`src/rtl/fc_layer_scheduler.sv`:
```
// Purpose: runs a multi-layer FC network one layer at a time over the shared FC datapath.
// Latency: fc_start_o one cycle after accepted start; 2 cycles (LOAD, SWAP) per layer beyond the FC run.
// Backpressure: none; the FC controller paces each layer with fc_valid_i/fc_last_i beats.
//
// Ports:
//   clk, rst                      clock, synchronous active-high reset
//   cfg_we_i/cfg_layer_i/...num_i layer-table write port (honoured only while idle)
//   num_layers_i, start_i         run request; layer count clamped to MAX_LAYERS
//   busy_o, done_o, err_o         run status; err_o is sticky until the next start
//   layer_idx_o                   index of the layer in flight
//   fc_start_o, fc_in/out_num_o   per-layer launch towards the FC controller
//   fc_valid_i, fc_last_i         beat / end-of-layer from the FC controller
//   wbase_o, ibuf_sel_o           weight base address and ping-pong feature buffer select
//   obuf_we_o, obuf_waddr_o       output-buffer write port
module fc_layer_scheduler #(
    parameter int MAX_LAYERS = 4,
    parameter int NODE_W     = 7,
    parameter int WADDR_W    = 16
) (
    input  logic               clk,
    input  logic               rst,
    input  logic               cfg_we_i,
    input  logic [1:0]         cfg_layer_i,
    input  logic [NODE_W-1:0]  cfg_in_num_i,
    input  logic [NODE_W-1:0]  cfg_out_num_i,
    input  logic [2:0]         num_layers_i,
    input  logic               start_i,
    output logic               busy_o,
    output logic               done_o,
    output logic               err_o,
    output logic [1:0]         layer_idx_o,
    output logic               fc_start_o,
    output logic [NODE_W-1:0]  fc_in_num_o,
    output logic [NODE_W-1:0]  fc_out_num_o,
    input  logic               fc_valid_i,
    input  logic               fc_last_i,
    output logic [WADDR_W-1:0] wbase_o,
    output logic               ibuf_sel_o,
    output logic               obuf_we_o,
    output logic [NODE_W-1:0]  obuf_waddr_o
);

    localparam logic [2:0] S_IDLE = 3'd0;
    localparam logic [2:0] S_LOAD = 3'd1;
    localparam logic [2:0] S_RUN  = 3'd2;
    localparam logic [2:0] S_SWAP = 3'd3;
    localparam logic [2:0] S_DONE = 3'd4;

    logic [2:0]          state;
    logic [2:0]          layer_cnt;
    logic [2:0]          num_lat;
    logic [NODE_W-1:0]   beat_cnt;
    logic [WADDR_W-1:0]  wbase;
    logic                ibuf_sel;
    logic                err;

    // Layer table: plain storage, deliberately left out of reset.
    logic [NODE_W-1:0]   in_tab  [MAX_LAYERS];
    logic [NODE_W-1:0]   out_tab [MAX_LAYERS];

    logic [NODE_W-1:0]   cur_in;
    logic [NODE_W-1:0]   cur_out;
    logic [2*NODE_W-1:0] layer_prod;
    logic                layer_act;
    logic [2:0]          num_clamped;

    assign cur_in      = in_tab[layer_cnt[1:0]];
    assign cur_out     = out_tab[layer_cnt[1:0]];
    // Full-width product so large layers are not truncated before the add.
    assign layer_prod  = cur_in * cur_out;
    assign layer_act   = (state == S_LOAD) || (state == S_RUN) || (state == S_SWAP);
    assign num_clamped = (num_layers_i > 3'(MAX_LAYERS)) ? 3'(MAX_LAYERS) : num_layers_i;

    always_ff @(posedge clk) begin
        if (cfg_we_i && (state == S_IDLE)) begin
            in_tab[cfg_layer_i]  <= cfg_in_num_i;
            out_tab[cfg_layer_i] <= cfg_out_num_i;
        end
    end

    always_ff @(posedge clk) begin
        if (rst) begin
            state     <= S_IDLE;
            layer_cnt <= '0;
            num_lat   <= '0;
            beat_cnt  <= '0;
            wbase     <= '0;
            ibuf_sel  <= 1'b0;
            err       <= 1'b0;
        end else begin
            case (state)
                S_IDLE: begin
                    if (start_i) begin
                        err       <= 1'b0;
                        layer_cnt <= '0;
                        wbase     <= '0;
                        ibuf_sel  <= 1'b0;
                        num_lat   <= num_clamped;
                        state     <= (num_layers_i == 3'd0) ? S_DONE : S_LOAD;
                    end
                end
                S_LOAD: begin
                    beat_cnt <= '0;
                    state    <= S_RUN;
                end
                S_RUN: begin
                    if (fc_valid_i) begin
                        beat_cnt <= beat_cnt + NODE_W'(1);
                    end
                    if (fc_last_i) begin
                        if ((beat_cnt + NODE_W'(1)) != cur_out) begin
                            err <= 1'b1;
                        end
                        state <= S_SWAP;
                    end
                end
                S_SWAP: begin
                    wbase     <= wbase + WADDR_W'(layer_prod);
                    ibuf_sel  <= ~ibuf_sel;
                    layer_cnt <= layer_cnt + 3'd1;
                    state     <= ((layer_cnt + 3'd1) < num_lat) ? S_LOAD : S_DONE;
                end
                S_DONE: begin
                    state <= S_IDLE;
                end
                default: begin
                    state <= S_IDLE;
                end
            endcase
        end
    end

    assign busy_o       = (state != S_IDLE);
    assign done_o       = (state == S_DONE);
    assign err_o        = err;
    assign layer_idx_o  = layer_cnt[1:0];
    assign fc_start_o   = (state == S_LOAD);
    // Node counts are only meaningful while a layer is in flight; zero otherwise.
    assign fc_in_num_o  = layer_act ? cur_in  : '0;
    assign fc_out_num_o = layer_act ? cur_out : '0;
    assign wbase_o      = wbase;
    assign ibuf_sel_o   = ibuf_sel;
    assign obuf_we_o    = (state == S_RUN) && fc_valid_i;
    assign obuf_waddr_o = beat_cnt;

endmodule

```
`config.mk`:
```
export PLATFORM = sky130hd
export DESIGN_NAME = fc_layer_scheduler
export DESIGN_NICKNAME = d
export VERILOG_FILES = /design/src/rtl/fc_layer_scheduler.sv
export SDC_FILE = /design/constraint.sdc
export NUM_CORES = 1
export LEC_CHECK = 0
export ABC_AREA = 1
export BUFFER_PORTS_ARGS = -buffer_cell sky130_fd_sc_hd__buf_2
export CORE_UTILIZATION = 50
export CTS_CLUSTER_DIAMETER = 30
export DETAILED_ROUTE_END_ITERATION = 16
export PLACE_DENSITY_LB_ADDON = 0.25
export SYNTH_ARGS = -nofsm -noshare
export SYNTH_HDL_FRONTEND = slang
export SYNTH_SLANG_ARGS = --single-unit
export TNS_END_PERCENT = 100
```
`constraint.sdc`:
```
create_clock -name clk -period 5.57 [get_ports clk]
set_input_delay 1.114 -clock clk [delete_from_list [all_inputs] [get_ports clk]]
set_output_delay 1.114 -clock clk [all_outputs]
set_load 0.005 [all_outputs]
```
Yosys cells after proc, flatten, opt, wreduce, memory -nomap -nowiden
Memories as Yosys holds them, arrays and structs flattened. A register that Yosys moved wholly into a read port is not among the register bits.
Cells that the tools add are included.
- flip-flop bits (word level): 34
- bits in latches: 0
- memories kept: 2
- memory bits (writable): 56
- memory bits (read-only): 0
- logic and storage cells: 65
- memory list (memory ; depth ; bits a word ; read ports ; clocked after Yosys merged registers in ; wr ports ; line ; source):
    in_tab ; 4 ; 7 ; 1 ; 1 ; 1 ; 58 ; logic [NODE_W-1:0] in_tab [MAX_LAYERS];
    out_tab ; 4 ; 7 ; 1 ; 1 ; 1 ; 59 ; logic [NODE_W-1:0] out_tab [MAX_LAYERS];
- shift-type cells: 0
- div/mod/pow operators: 0
- multipliers: 1
- add/sub/neg operators: 3
- eq/ne operators: 9
- $lt $le $gt $ge: 2
- mux-type cells: 25
- reduce and logical (&&, ||, !) cells: 15
- bitwise logic cells: 1
- operator list (operator ; count):
    16-bit one-hot mux with 2 select lines ; 1
    7-bit two-way mux ; 3
    3-bit two-way mux ; 6
    16-bit by 14-bit adder with 16-bit output ; 1
    16-bit two-way mux ; 1
    7-bit by 7-bit multiplier with 14-bit output ; 1
    7-bit one-hot mux with 2 select lines ; 1
    3-bit one-hot mux with 4 select lines ; 1
    2-bit two-way mux ; 4
    2-bit inequality test, second input constant ; 4
    2-bit AND reduction ; 4
    7-bit by 1-bit adder with 7-bit output, second input constant ; 1
    7-bit inequality test ; 1
    3-bit by 2-bit equality test with 1-bit output, second input constant ; 2
    3-bit logical NOT ; 2
    3-bit one-hot mux with 2 select lines ; 1
    2-bit nonzero test ; 3
    1-bit two-way mux ; 5
    1-bit one-hot mux with 2 select lines ; 2
    4-bit AND reduction ; 1
    3-bit by 1-bit adder with 3-bit output, second input constant ; 1
    3-bit by 1-bit equality test with 1-bit output, second input constant ; 1
    3-bit equality test, second input constant ; 1
    3-bit greater-than comparator, second input constant ; 1
    5 further kinds ; 7

Logic depth before layout (Yosys ltp)
Gate-level depths: netlist of the first run.
- depth in word-level cells: 5
- mapped depth: 27

Worst setup path before layout of the first run
No wires, ideal clock.
- path type: register to register
- start point: reg with a tool-made name
- end point: reg wbase[10] (netlist: wbase_o[10])
- slack: 1004 ps
- buffers on the path: 2
- data arrival time: 4434 ps
- stages on the path, launching flop included: 22
- clock period less this slack: 4566 ps
- setup time: 132 ps
- cell sequence: dfxtp_1 > inv_2 > buf_2 > buf_6 > a21oi_1 > a32oi_1 > inv_2 > nor2_1 > fa_1 > fa_1 > fa_1 > inv_1 > fa_1 > inv_1 > ha_1 > a21oi_1 > nor2_1 > nor2_1 > nand2_1 > or2_2 > nand3_1 > a21oi_1
- RTL lines (what ; line ; source):
    end signal: assignment ; 118 ; wbase <= wbase + WADDR_W'(layer_prod);
    end: declaration ; 53 ; logic [WADDR_W-1:0] wbase;

==> results of run 1 <==
==> final timing paths <==
path	start	end	depth (start not counted)
hold reg to reg	err_o	err_o	2
setup / recovery	flip-flop	wbase_o[15]	22
hold / removal	err_o	err_o	2
setup reg to reg	flip-flop	wbase_o[15]	22
==> cell type report <==
class / instances / area, sq um
Inverter: 124 / 465.4
Sequential cell: 92 / 2402
Timing Repair Buffer: 74 / 382.9
Clock buffer: 9 / 225.2
Tap cell: 143 / 178.9
Clock inverter: 7 / 72.57
Multi-Input combinational cell: 490 / 3118
Fill cell: 1030 / 4817
==> power by group through the flow <==
stage	combinational, mW	clock (mW)	sequential, mW
2_1_floorplan	0.643	0	0.781
3_3_place_gp	0.816	0	0.783
3_5_place_dp	0.841	0	0.784
4_1_cts	0.852	0.628	0.769
5_1_grt	0.982	0.659	0.771
6_report	0.852	0.618	0.770
==> registers in the layout, summed over array words and instances (netlist names), named ones only <==
signal,count
obuf_waddr_o,7
ibuf_sel_o,1
state,3
wbase_o,16
layer_cnt,3
num_lat,3
out_tab,28
in_tab,28
err_o,1
==> layout by cell type, fill, tap and decap left out, drive strengths merged, types with 2 or more instances in the layout <==
cell type,netlist,layout
nor3,9,9
or2,2,2
ha,42,42
a22oi,2,2
edfxtp,56,56
clkbuf,5,9
a21o,2,2
buf,14,74
clkinv,0,3
inv,124,126
nand4,2,2
a32oi,7,7
dfxtp,36,36
o21ai,9,9
nand3b,3,3
xor2,2,2
nand2,202,202
fa,36,36
nor2,65,65
a21oi,50,50
o22ai,2,2
nand3,52,52
==> critical path: cells and delay by family, from the launching register on <==
kind / cells / cell delay (ns)
compound gates: 2 / 0.57
fa+ha+maj: 5 / 2.40
buf+inv: 6 / 0.70
flops: 1 / 0.57
simple gates: 9 / 0.74
==> routing by layer <==
layer  vias up  track usage, %
met5         -               0
met4         0           9.333
met3        32           4.752
met2       198           39.30
met1      2359           31.43
li1       2444               -
==> cell families (layout without fill, tap and decap cells) <==
logic type | after synthesis | in the layout | synth area share (%)
and+or+nand+nor | 335 | 335 | 22.69
adders and majority gates | 78 | 78 | 20.46
buffers and inverters | 143 | 214 | 9.714
xor gates and xnor gates | 3 | 3 | 0.4314
AOI/OAI and AO/OA | 74 | 74 | 7.270
DFF | 92 | 92 | 39.43
==> through the flow <==
step	cell area [sq um]	utilization, %	hold slack (ns)	total power, mW
after detailed placement	6548	56.14	0.4597	1.625
after floorplan	6092	-	0.4432	1.423
after global routing	6845	58.70	0.4862	2.412
after global placement	6548	56.14	0.4548	1.599
after CTS	6845	58.70	0.4705	2.250
final	6845	58.70	0.4707	2.240
==> out/metrics.cfg, run 1 <==
[outcome]
status = completed

[setup_path]
endpoint_kind = flip-flop
slowest_stage = dfxtp_1
path_cells = inv_2 -> a32oi_2 -> inv_1 -> nor2_1 -> fa_1 -> fa_1 -> inv_1 -> fa_1 -> fa_1 -> inv_1 -> ha_1 -> nand2_1 -> inv_1 -> nand2_1 -> nand2_1 -> inv_1 -> nor2_1 -> nor2_1 -> nand2_1 -> nand2_1 -> nand3_1 -> a21oi_1
reg2reg_slack_ns = 0.51
crit_type = reg -> reg
max_stage_delay_ns = 0.57
crit_path_start_kind = flip-flop
worstPathRequired_ns = 5.85
cp_max_fo = 24
critPathArrivalTime_ns = 5.34

[sta]
finalCriticalPeriod_ns = 5.059
finalSetupViolations = 0
skew_ns = 0.008080
setup_tns_ns = 0
min_period_over_period_pct = 90.82
slew-limit-headroom_pct = 49.65
timing.final.max_slew_violations = 0
layout_setup_ws_ns = 0.5115
rsz0062_at_grt = false
worstMarginPinSlew_ns = 0.7545
hold_violations = 0
fmax_mhz = 197.7

[logic_synthesis]
syn_nets = 828
ys_top_cells_by_count = nand2_1, inv_1, nor2_1, edfxtp_1, nand3_1
ys_types = 31
yosys-top-cells-area = edfxtp_1, nand2_1, dfxtp_1
ys.flop_type = edfxtp_1
syn_area_sq_um = 6092
avgSynthCellArea_sq_um = 8.403
yosysWarnings = 0
yosysMostFrequentCell = nand2_1
yosys.area.top_type_share_pct = 27.60
syn_inst = 725
synth-edff-count = 56
synth_area_leader_cell = edfxtp_1
synth_seq_cells = 92
ys_seq_area_share_pct = 39.43
synthArstFlopShare_pct = 0

[route]
wl_per_cell_um = 14.94
drt-met1-wl_um = 6135
wl_met3_um = 1106
dr.pass1.iters = 5
highest_layer = met4
drc = 0
viasPerCell = 5.360
ant_nets = 0
first_iter_violations = 387
drt_wl_total_um = 14030
met2_length_um = 6473
via_count = 5033

[place]
gp_congestion = 0.9927
dp_slack_ns = 0.5730
port_buffers = 69
dp_cells = 923
dpl.hpwl_um = 10610

[power]
pwr-share-comb_pct = 38.0
internal_power_mw = 1.406
power_frac_seq_pct = 34.4
p_leak_nw = 3.342
power_density_nw_per_um2 = 327.2
clock_power_share_pct = 27.6
vdd_drop_max_mv = 0.2412
switchingPower_mw = 0.8331
switching_share_pct = 37.20

[floorplanning]
row_count = 39
start_util_pct = 52.24
ios = 70
die_y_um = 112.4
die_x_um = 112.4
die_area_sq_um = 12630
coreArea_sq_um = 11660

[cts]
cts_made_buffers = 9
root_buffer = clkbuf_16
path_clk_slew_ns = 0.07
insertion_delay_ns = 0.35
holdBufCountCts = 0
cts.path.max_buffers = 2
htreeDepth = 3
cts.sinks = 92
cts_setup_buffers = 0
cts.repair.resized = 0
cts_tree = built

[grt]
first_global_vias = 4958
antenna_found_initial = 0
grt_util_all_layers_pct = 23.95
grt_max_degree = 33
grt_pass1_wl_um = 23270
gr-total-overflow = 0

[flow_run]
cap_violations = 0

[finish]
antennaDiodeCount = 0
drive_gt1_share_pct = 14.82
area_delta_synth_final_pct = 12.36
fin_cells = 939
nets = 894

[worst_hold_path]
hold_path_class = reg -> reg

Power figures use the tool's default switching activity.
==> run 2, diff against run 1 <==
--- a/config.mk
+++ b/config.mk
@@ -7,7 +7,7 @@
 export LEC_CHECK = 0
 export ABC_AREA = 1
 export BUFFER_PORTS_ARGS = -buffer_cell sky130_fd_sc_hd__buf_2
-export CORE_UTILIZATION = 50
+export CORE_UTILIZATION = 59
 export CTS_CLUSTER_DIAMETER = 30
 export DETAILED_ROUTE_END_ITERATION = 16
 export PLACE_DENSITY_LB_ADDON = 0.25
==> out/metrics.cfg, run 2 (synthesis results as in run 1) <==
[cts]
cts.sinks = 92
path_clk_slew_ns = 0.11
cts.repair.resized = 0
cts.path.max_buffers = 2
cts_tree = built
insertion_delay_ns = 0.38
cts_setup_buffers = 0
cts_made_buffers = 9
holdBufCountCts = 0
htreeDepth = 3
root_buffer = clkbuf_8

[setup_path]
reg2reg_depth = 18
crit_type = reg -> reg
endpoint_kind = flip-flop
crit_path_start_kind = flip-flop
cp_max_fo = 24
critPathArrivalTime_ns = 5.38
worstPathRequired_ns = 5.83

[grt]
first_global_vias = 4849
gr-total-overflow = 0
grt_pass1_wl_um = 22260
grt_util_all_layers_pct = 26.56
antenna_found_initial = 0
grt_max_degree = 33

[floorplanning]
die_area_sq_um = 10740
coreArea_sq_um = 9910
die_y_um = 103.6
die_x_um = 103.6
start_util_pct = 61.48
row_count = 36
ios = 70

[sta]
timing.final.max_slew_violations = 0
setup_tns_ns = 0
finalSetupViolations = 0
layout_setup_ws_ns = 0.4505
skew_ns = 0.01849
slew-limit-headroom_pct = 20.19
rsz0062_at_grt = false
fmax_mhz = 195.3
finalCriticalPeriod_ns = 5.120
worstMarginPinSlew_ns = 1.191
hold_violations = 0
min_period_over_period_pct = 91.91

[finish]
drive_gt1_share_pct = 14.50
area_delta_synth_final_pct = 10.19
multi_input_area_sq_um = 3118
final_common_cell = nand2_1
nets = 891
fillers = 816
layout_common_cells = nand2_1, inv_1, buf_2
regArea_sq_um = 2402
antennaDiodeCount = 0

[worst_hold_path]
hold_path_class = reg -> reg
whs_path_depth = 1
hp-start = ibuf_sel_o

[route]
wl_per_cell_um = 14.47
first_iter_violations = 343
drt_wl_total_um = 13400
dr.pass1.iters = 5
drc = 0
via_count = 4939
viasPerCell = 5.334
ant_nets = 0

[place]
gp_congestion = 0.9125
port_buffers = 69
dp_slack_ns = 0.5177
dpl.hpwl_um = 10350

[flow_run]
cap_violations = 0

[power]
power_density_nw_per_um2 = 308.9
vdd_drop_max_mv = 0.2353
p_leak_nw = 3.285

[outcome]
status = completed

## run 2: path summary, 6_finish.rpt
check,endpoint,slack [ns]
max,wbase_o[10],0.45
min,ibuf_sel_o,0.45
max reg2reg,wbase_o[10],0.45
min reg2reg,ibuf_sel_o,0.45
## run 2: metrics by stage
| step | util (%) | hold slack [ns] | cell area [sq um] | total power, mW | cells |
|---|---|---|---|---|---|
| after floorplan | - | 0.4432 | 6092 | 1.423 | 725 |
| after global placement | 65.72 | 0.4353 | 6513 | 1.590 | 910 |
| after detailed placement | 65.72 | 0.4368 | 6513 | 1.617 | 910 |
| after CTS | 67.74 | 0.4490 | 6713 | 2.080 | 926 |
| after global routing | 67.74 | 0.4859 | 6713 | 2.247 | 926 |
| final | 67.74 | 0.4461 | 6713 | 2.073 | 926 |
## run 2: cell type report
class                      count  area share (%)
inverter                     124           6.934
clock buffer                  10           1.901
multi-input combinational    490           46.45
timing repair buffer          71           5.368
tap                          133           2.479
sequential                    92           35.79
clock inverter                 6           1.081
## run 2: power by group
part / total [mW] / switching (mW) / leakage (nW) / internal (mW)
Sequential: 0.770 / 0.0161 / 0.801 / 0.754
Combinational: 0.835 / 0.537 / 2.38 / 0.298
Clock: 0.468 / 0.255 / 0.103 / 0.213
Total: 2.07 / 0.808 / 3.29 / 1.27
## run 2: critical path: stages, from the launching register on
cell and delay [ns]:
dfxtp_1 0.58, inv_2 0.30, a32oi_2 0.43, nand2_1 0.13
fa_1 0.56, inv_1 0.06, fa_1 0.47, fa_1 0.55
inv_1 0.06, fa_1 0.52, inv_1 0.04, ha_1 0.35
a21oi_1 0.24, nor2_1 0.07, nor2_1 0.10, nand2_1 0.11
or2_2 0.28, nand3_1 0.07, a21oi_1 0.06
## run 2: metal layers
layer / routed length [um] / vias up / GRT usage (%)
li1: - / 2445 / -
met1: 5598 / 2300 / 32.05
met2: 6762 / 164 / 46.45
met3: 630 / 30 / 4.091
met4: 405 / 0 / 12.84
met5: 0 / - / 0
==> run 3, diff against run 2 <==
--- a/config.mk
+++ b/config.mk
@@ -5,9 +5,10 @@
 export SDC_FILE = /design/constraint.sdc
 export NUM_CORES = 1
 export LEC_CHECK = 0
-export ABC_AREA = 1
 export BUFFER_PORTS_ARGS = -buffer_cell sky130_fd_sc_hd__buf_2
-export CORE_UTILIZATION = 59
+export CELL_PAD_IN_SITES_DETAIL_PLACEMENT = 1
+export CELL_PAD_IN_SITES_GLOBAL_PLACEMENT = 2
+export CORE_UTILIZATION = 39
 export CTS_CLUSTER_DIAMETER = 30
 export DETAILED_ROUTE_END_ITERATION = 16
 export PLACE_DENSITY_LB_ADDON = 0.25
==> out/metrics.cfg, run 3 <==
[setup_path]
worstPathRequired_ns = 5.86
crit_path_start_kind = flip-flop
endpoint_kind = flip-flop
crit_type = reg -> reg
critPathArrivalTime_ns = 5.52
cp_max_fo = 14

[route]
first_iter_violations = 168
wl_per_cell_um = 18.28
drc = 0
viasPerCell = 5.287
dr.pass1.iters = 4
via_count = 4383
drt_wl_total_um = 15150
ant_nets = 0

[sta]
finalCriticalPeriod_ns = 5.239
min_period_over_period_pct = 94.06
worstMarginPinSlew_ns = 0.9034
slew-limit-headroom_pct = 39.55
setup_tns_ns = 0
finalSetupViolations = 0
rsz0062_at_grt = false
hold_violations = 0
skew_ns = 0.008502
fmax_mhz = 190.9
timing.final.max_slew_violations = 0

[outcome]
status = completed

[floorplanning]
coreArea_sq_um = 15200
row_count = 45
die_area_sq_um = 16040
die_y_um = 126.6
ios = 70
start_util_pct = 39.85
die_x_um = 126.6

[cts]
insertion_delay_ns = 0.36
cts_made_buffers = 9
cts.path.max_buffers = 2
path_clk_slew_ns = 0.07
cts_setup_buffers = 0
htreeDepth = 3
root_buffer = clkbuf_16
cts.sinks = 92
cts_tree = built
cts.repair.resized = 0
holdBufCountCts = 0

[flow_run]
cap_violations = 0

[finish]
post-route-util_pct = 45.38
final_common_cell = inv_1
antennaDiodeCount = 0
nets = 739
drive_gt1_share_pct = 18.10
area_delta_synth_final_pct = 13.88
layout_common_cells = inv_1, buf_2, edfxtp_1
fin_cells = 829

[grt]
grt_max_degree = 33
grt_pass1_wl_um = 24390
antenna_found_initial = 0
grt_util_all_layers_pct = 20.25
first_global_vias = 4626
gr-total-overflow = 0

[worst_hold_path]
hold_path_class = reg -> reg

[logic_synthesis]
synth_area_leader_cell = edfxtp_1
yosysWarnings = 0
yosys.area.top_type_share_pct = 27.76
syn_nets = 671
synthArstFlopShare_pct = 0
yosys-top-cells-area = edfxtp_1, dfxtp_1, fa_1
ys_seq_area_share_pct = 39.65
syn_area_sq_um = 6058
ys_types = 56
avgSynthCellArea_sq_um = 10.67
yosysMostFrequentCell = inv_1
syn_inst = 568
ys_top_cells_by_count = inv_1, edfxtp_1, nor2_1, and2_1, ha_1
ys.flop_type = edfxtp_1
synth_seq_cells = 92
synth-edff-count = 56

[power]
power_density_nw_per_um2 = 304.9
vdd_drop_max_mv = 0.1497
p_leak_nw = 3.002

[place]
dp_cells = 813
dpl.hpwl_um = 11580
port_buffers = 69
gp_congestion = 0.8423

run 3: cell types whose count changed after synthesis, moves of 20 or more:
cell     change
nand2_1    -160
inv_1       -36
a21oi_1     -27
nor2_1      -20
and2_1      +43
nand3_1     -41
run 3: metal layers:
layer  GRT usage (%)  routed length, um  vias up
li1                -                  -     2072
met1           27.19               7167     2222
met2           33.34               7216       73
met3           3.037                491       16
met4           7.371                276        0
met5               0                  0        -
run 3: cells by family (layout without fill, tap and decap cells):
logic type	Yosys count	count (layout)	synth area share, %
compound gates	84	84	8.902
xor+xnor	20	20	2.891
fa+ha+maj	78	78	20.57
buf+inv	99	172	6.939
flops	92	92	39.65
mux	19	19	5.865
simple gates	176	176	15.18
run 3: path summary, 6_finish.rpt:
check               from           to  slack (ns)  depth (start not counted)
min          wbase_o[14]  wbase_o[14]        0.49                          2
max reg2reg    flip-flop  wbase_o[13]        0.33                         16
max            flip-flop  wbase_o[13]        0.33                         16
min reg2reg  wbase_o[14]  wbase_o[14]        0.49                          2
run 3: metrics by stage:
step / area [sq um] / total power [mW] / hold slack (ns) / setup WS, ns
3_3_place_gp: 6598 / 1.481 / 0.4650 / 0.4014
5_1_grt: 6899 / 2.248 / 0.5326 / 0.009706
3_5_place_dp: 6598 / 1.499 / 0.4854 / 0.3351
2_1_floorplan: 6058 / 1.310 / 0.4516 / 0.6268
4_1_cts: 6899 / 2.132 / 0.4974 / 0.3019
6_report: 6899 / 2.104 / 0.4871 / 0.3311
run 3: final cells by class:
type | instances | area [sq um]
Fill cell | 1706 | 8303
Inverter | 79 | 296.5
Tap cell | 188 | 235.2
Timing Repair Buffer | 77 | 417.9
Multi-Input combinational cell | 377 | 3246
Sequential cell | 92 | 2402
Clock inverter | 7 | 76.32
Clock buffer | 9 | 225.2
run 3: power by group:
part / switching (mW) / total [mW] / internal [mW] / leakage, nW
Clock: 0.309 / 0.629 / 0.320 / 0.149
Combinational: 0.419 / 0.701 / 0.282 / 2.05
Sequential: 0.0225 / 0.774 / 0.751 / 0.801
run 3: worst max-delay path, stage by stage, from the launching register on:
cell and delay, ns:
dfxtp_1 0.36, buf_12 0.18, mux4_2 0.66, and2_1 0.24
fa_1 0.49, fa_1 0.55, inv_1 0.06, fa_1 0.50
fa_1 0.54, inv_1 0.04, ha_1 0.39, nand2_1 0.10
o211a_1 0.22, a31oi_1 0.38, a31oi_1 0.17, xor2_1 0.16
o21ai_0 0.13
